==> src/rtl/pc_if_pipe.sv <==
// pc_if_pipe: program counter and IF/ID pipeline register for the fetch stage.
// Chooses the next PC (sequential, branch redirect or hold), captures the fetched
// instruction into IF/ID and keeps saturating stall/flush event counters.
//
// state   | meaning
// --------+-------------------------------------------------------------
// ST_BOOT | first edge after reset; inserts one bubble, ignores inputs
// ST_RUN  | normal fetch; flush, stall or advance on each edge
// ST_HOLD | hazard hold in progress; PC and IF/ID frozen
module pc_if_pipe #(
   parameter logic [31:0] PC_RESET = 32'h0000_0000,
   parameter int          CNT_W    = 16
) (
   input  logic             clk_i,
   input  logic             rst_i,
   input  logic [31:0]      pc_plus4_i,
   input  logic [31:0]      branch_target_i,
   input  logic             branch_taken_i,
   input  logic             stall_i,
   input  logic [31:0]      instr_i,
   output logic [31:0]      pc_o,
   output logic [31:0]      ifid_pc4_o,
   output logic [31:0]      ifid_instr_o,
   output logic             ifid_valid_o,
   output logic             stalled_o,
   output logic             misalign_o,
   output logic [CNT_W-1:0] stall_cnt_o,
   output logic [CNT_W-1:0] flush_cnt_o
);

   typedef enum logic [1:0] {
      ST_BOOT = 2'd0,
      ST_RUN  = 2'd1,
      ST_HOLD = 2'd2
   } state_t;

   localparam logic [CNT_W-1:0] CNT_MAX = {CNT_W{1'b1}};
   localparam logic [CNT_W-1:0] CNT_ONE = CNT_W'(1);

   state_t state;
   state_t state_nxt;
   logic   do_flush;
   logic   do_stall;
   logic   do_adv;

   // State register; reset always returns to BOOT.
   always_ff @(posedge clk_i) begin
      if (rst_i) begin
         state <= ST_BOOT;
      end else begin
         state <= state_nxt;
      end
   end

   // Next-state and per-edge action decode: branch beats stall beats advance.
   always_comb begin
      state_nxt = state;
      do_flush  = 1'b0;
      do_stall  = 1'b0;
      do_adv    = 1'b0;
      case (state)
         ST_BOOT: begin
            state_nxt = ST_RUN;
         end
         default: begin
            if (branch_taken_i) begin
               do_flush  = 1'b1;
               state_nxt = ST_RUN;
            end else if (stall_i) begin
               do_stall  = 1'b1;
               state_nxt = ST_HOLD;
            end else begin
               do_adv    = 1'b1;
               state_nxt = ST_RUN;
            end
         end
      endcase
   end

   assign stalled_o = (state == ST_HOLD);

   // PC and IF/ID register; the PC is always loaded word-aligned.
   always_ff @(posedge clk_i) begin
      if (rst_i) begin
         pc_o         <= PC_RESET;
         ifid_pc4_o   <= 32'h0;
         ifid_instr_o <= 32'h0;
         ifid_valid_o <= 1'b0;
      end else if (do_flush) begin
         pc_o         <= {branch_target_i[31:2], 2'b00};
         ifid_pc4_o   <= 32'h0;
         ifid_instr_o <= 32'h0;
         ifid_valid_o <= 1'b0;
      end else if (do_adv) begin
         pc_o         <= {pc_plus4_i[31:2], 2'b00};
         ifid_pc4_o   <= pc_plus4_i;
         ifid_instr_o <= instr_i;
         ifid_valid_o <= 1'b1;
      end
   end

   // Sticky misaligned-redirect flag, cleared only by reset.
   always_ff @(posedge clk_i) begin
      if (rst_i) begin
         misalign_o <= 1'b0;
      end else if (do_flush && (branch_target_i[1:0] != 2'b00)) begin
         misalign_o <= 1'b1;
      end
   end

   // Saturating event counters; they stick at all-ones rather than wrap.
   always_ff @(posedge clk_i) begin
      if (rst_i) begin
         stall_cnt_o <= '0;
         flush_cnt_o <= '0;
      end else begin
         if (do_stall && (stall_cnt_o != CNT_MAX)) begin
            stall_cnt_o <= stall_cnt_o + CNT_ONE;
         end
         if (do_flush && (flush_cnt_o != CNT_MAX)) begin
            flush_cnt_o <= flush_cnt_o + CNT_ONE;
         end
      end
   end

endmodule

==> config.mk <==
export PLATFORM = sky130hd
export DESIGN_NAME = pc_if_pipe
export DESIGN_NICKNAME = d
export VERILOG_FILES = /design/src/rtl/pc_if_pipe.sv
export SDC_FILE = /design/constraint.sdc
export NUM_CORES = 1
export LEC_CHECK = 0
export BUFFER_PORTS_ARGS = -buffer_cell sky130_fd_sc_hd__buf_4
export CAP_MARGIN = 10
export CORE_MARGIN = 2
export CORE_UTILIZATION = 42
export DETAILED_ROUTE_END_ITERATION = 8
export PLACE_DENSITY_LB_ADDON = 0.12
export SETUP_SLACK_MARGIN = 0.15
export SLEW_MARGIN = 25
export SYNTH_ARGS = -nofsm -noshare
export SYNTH_HDL_FRONTEND = slang
export SYNTH_SLANG_ARGS = --single-unit
==> constraint.sdc <==
create_clock -name clk_i -period 1.8 [get_ports clk_i]
set_clock_uncertainty 0.15 [all_clocks]
set_input_delay 0.18 -clock clk_i [delete_from_list [all_inputs] [get_ports clk_i]]
set_output_delay 0.18 -clock clk_i [all_outputs]
set_load 0.03 [all_outputs]
---- Word-level counts from Yosys, hierarchy flattened ----
Cells that the tools add are included.
word-level totals
  register bits after elaboration ......... 130
  bits in latches ......................... 0
  bits in writable memories ............... 0
  bits in read-only memories .............. 0
  bits of input ports ..................... 100
  output and inout bits ................... 131
  memories ................................ 0
operators by class
  $add $sub $neg .......................... 2
  multipliers ............................. 0
  div/mod/pow operators ................... 0
  order comparisons ....................... 0
  eq/ne operators ......................... 3
  shift operators ......................... 0
  muxes and demuxes ....................... 13
  bitwise gates (word level) .............. 0
  reductions and logical operators ........ 8
operator list
  operator                                        count
  2-to-1 mux 32 bit                               2
  adder 16 x 1 -> 16 bit (second input constant)  2
  inequality test 16 bit (second input constant)  2
  2-to-1 mux 1 bit                                10
  nonzero test 2 bit                              2
  logical AND 1 bit                               3
  OR reduction 3 bit                              1
  == test 2 bit (second input constant)           1
  zero test 2 bit                                 1
  2-to-1 mux 2 bit                                1
  OR reduction 2 bit                              1

---- Longest topological paths before layout ----
  depth after elaboration ................. 5
  gate-level depth with buffers ........... 6
  gate-level depth less buffers ........... 5

---- Worst setup path before layout ----
No wires, ideal clock.
  path type ............................... reg2reg
  from .................................... register flush_cnt_o[3]
  to ...................................... register flush_cnt_o[15]
  arrival time ............................ 1.797 ns
  required time ........................... 1.527 ns
  slack ................................... -0.270 ns
  stages on the path, launching flop included .. 6
  path buffers ............................ 1
  cells stage by stage .................... dfxtp_1 > nand3_2 > or3_1 > buf_2 > nor4_1 > mux2_1
on the way
  word-level cells in the longest chain between the ends .. 2
  elaborated cells between the ends (all ways) .. 3
  classes of those cells .................. 1 x add/sub; 1 x eq/ne; 1 x reduce/logical
RTL lines
  what                                                            RTL line  RTL
  start, declared                                                 28        output logic [CNT_W-1:0] flush_cnt_o
  start signal, assigned                                          121       flush_cnt_o <= flush_cnt_o + CNT_ONE;
  branches (longest 2 deep; another with adder 16 x 1 -> 16 bit)  -
Several ways; the timed one is not identified.
A chain may end at the register's enable or synchronous reset.

---- Final worst setup path ----
  from .................................... register flush_cnt_o[0]
  to ...................................... register flush_cnt_o[15]
The elaborated chain is that of the path after synthesis.

==> summary.txt <==
Outcome
  – Status: complete, no violations

Min path
  – Hold Path Depth: 5
  – Type of the tightest min-delay check: input port to flop
  – HP Start: branch_taken_i
  – Worst Hold Path EP: state[1]

Pwr
  – Switch share: 25.5%
  – Internal power: 5.72 mW
  – Worst VDD drop: 0.000652 V
  – P_leak: 4.21 nW
  – Pwr Total: 7.68 mW
  – Clock power frac: 44.0%
  – Part of the power in registers: 39.4%
  – Pwr/cell area: 772 nW/µm²
  – Psw: 1.96 mW
  – Combinational share of power: 16.6%

Setup path
  – CP Class: flop to flop
  – Arrival time worst endpoint: 1.91 ns
  – FF-to-FF path depth: 7
  – Startpoint type of the worst setup path: flop
  – CP max FO: 4
  – CP Capture Type: flop
  – R2r setup slk: 0.04 ns
  – Critical Path RT: 1.95 ns
  – Reg-to-Reg End: flush_cnt_o[15]
  – RR Startpoint: flush_cnt_o[0]

Yosys
  – Top cell type's share of synthesized area: 50.2%
  – Synth area leaders: dfxtp_1, nand2_1, a21oi_1
  – Count of different cell masters after synthesis: 47
  – Post-synth ARST share: 0%
  – Post-synth EDFFs: 0
  – Gate Count Post-Synth: 630
  – Avg Cell Area, Syn: 8.22 µm²
  – Ys flop type: dfxtp_1
  – Yosys warning count: 0
  – Netlist Area Pre-Place: 5180 µm²
  – Flops & latches, synth: 130
  – Post-synthesis sequential area ratio: 50.2%
  – Synth area leader: dfxtp_1

Global route
  – Pin count of the biggest net entering global routing: 66
  – Vias in the first global route: 6044
  – Initial antenna violation count: 0
  – Grt ovf: 0
  – First-pass GRT wire length: 30000 µm
  – GR Util All Layers: 28.8%

STA
  – Final min period: 1.76 ns
  – Final Hold Vio Count: 0
  – RSZ-0062 raised after global routing: true
  – Max Fclk: 568 MHz
  – Slew Limit Fails: 0
  – Final setup vio count: 0
  – Setup slack after layout: 0.0394 ns
  – Tcrit/Tclk final: 97.8%

CTS
  – Max clock buf depth: 2
  – Clk pin slew, worst setup/hold paths: 0.05 ns
  – CTS Sinks: 130
  – Clk_lat worst skew: 0.42 ns
  – CTS H-tree depth: 4
  – CTS buffer count: 17
  – CTS tree: yes
  – Clock Tree Root: clkbuf_16

Detailed routing
  – Total wire length: 21700 µm
  – Via count: 6287
  – DR iter-0 viols: 388
  – Routed wire per std cell: 18.8 µm
  – Post-route ant nets: 0
  – Vias per cell: 5.44
  – Pre-antenna DRT Iters: 5
  – Remaining routing DRC violations: 0

Layout
  – Diode count: 0
  – Commonest non-fill, non-tap cell in the layout: buf_4
  – Synth-to-Final Area Change: 92.0%
  – Share of cells above drive strength 1: 44.8%
  – Leading cell types in the layout, fill and taps excluded: buf_4, nand2_1, dlygate4sd3_1, dfxtp_1, a21oi_1
  – Final-layout fill cell count: 659
  – Util after Layout: 82.8%
  – Final layout net count: 1099
  – Fin cells: 1155
  – Design area: 9950 µm²

Die
  – Die Y: 115 µm
  – Core footprint: 12000 µm²
  – Starting Density: 43.1%
  – Row count: 40
  – Die width: 115 µm
  – Io pins: 231
  – Die area: 13200 µm²

Placed design
  – Placed cell areas: 7420 µm²
  – Final HPWL DP: 11800 µm
  – Final Wtd Congestion: 0.838
  – PortBufs: 228
  – Inst Count DP: 994
  – Setup WS pre-CTS: -0.0802 ns

Flow run
  – Max-cap check violation count: 0
==> cell type report <==
cell class | count | area [µm²] | area share (%)
Sequential cell | 130 | 2700 | 27.1
Tap cell | 147 | 184 | 1.85
Timing Repair Buffer | 391 | 3490 | 35.1
Clock buffer | 26 | 532 | 5.35
Clock inverter | 4 | 45.0 | 0.453
Multi-Input combinational cell | 452 | 2980 | 29.9
Inverter | 5 | 22.5 | 0.226
==> sequential cells by signal, summed over array words and instances (netlist names) <==
register      cells
ifid_instr_o     32
ifid_pc4_o       32
pc_o             30
flush_cnt_o      16
stall_cnt_o      16
state             2
ifid_valid_o      1
misalign_o        1
==> power groups by stage <==
| stage | clock (mW) | combinational [mW] | sequential (mW) |
|---|---|---|---|
| after floorplan | 0 | 0.264 | 3.27 |
| after global placement | 0 | 0.904 | 3.07 |
| after detailed placement | 0 | 0.917 | 3.08 |
| after CTS | 3.40 | 1.11 | 3.02 |
| after global routing | 3.54 | 1.33 | 3.03 |
| final | 3.38 | 1.27 | 3.02 |
==> stage by stage <==
step,hold WS [ns],TNS (ns)
after floorplan,0.166,-0.135
after global placement,0.277,-0.0595
after detailed placement,0.287,-0.242
after CTS,0.208,0
after global routing,0.260,-0.00689
final,0.234,0
==> cells by family (layout without fill, tap and decap cells) <==
group           Yosys count  count (layout)  synth area share, %
compound gates          143             143                 17.3
buf+inv                  49             426                 3.86
mux                      11              11                 2.37
fa+ha+maj                 2               2                0.483
flops                   130             130                 50.2
simple gates            294             294                 25.6
other cells               1               2               0.0724
==> layer usage <==
metal  routed length (µm)  share of wire, %  global-route usage (%)
met3                 1460               6.7                    9.54
met2                11100                51                    48.8
met4                  954               4.4                    15.6
met5                    0                 0                       0
met1                 8170                38                    32.0
==> timing repair <==
action	4_1_cts	5_1_grt
hold buffers	99	0
setup buffers	13	13
gates cloned	0	6
setup endpoints to repair	83	124
resized for setup	36	96
hold endpoints to repair	100	0
pin swaps	14	33
==> worst max-delay path, stage by stage (launching register included) <==
cell	delay, ns
dfxtp_4	0.36
buf_6	0.12
ha_4	0.16
nand2_4	0.08
nor3_4	0.05
buf_6	0.13
nor4_4	0.27
mux2_4	0.32
==> how the worst max path moves through the flow <==
stage | from | end | slack, ns | cells past startpoint
global placement | state[1] | flush_cnt_o[15] | -0.05 | 4
floorplan | stall_cnt_o[1] | stall_cnt_o[11] | -0.06 | 6
detailed placement | state[1] | flush_cnt_o[15] | -0.08 | 4
finish | flush_cnt_o[0] | flush_cnt_o[15] | 0.04 | 7
global route | flush_cnt_o[2] | flush_cnt_o[9] | -0.007 | 5
CTS | flush_cnt_o[4] | flush_cnt_o[15] | 0.05 | 4
==> synth_stat cells (all sizes together), types with 6 or more instances <==
cell type and n:
buf 19, nor2b 14, dfxtp 130, o21ai 7, nand3 9, nor2 50
nor3 6, a21oi 81, or4 8, clkbuf 25, nor4 10, o31ai 8
mux2 10, nand2 171, nand4 10, a311oi 31
Power figures use the tool's default switching activity.
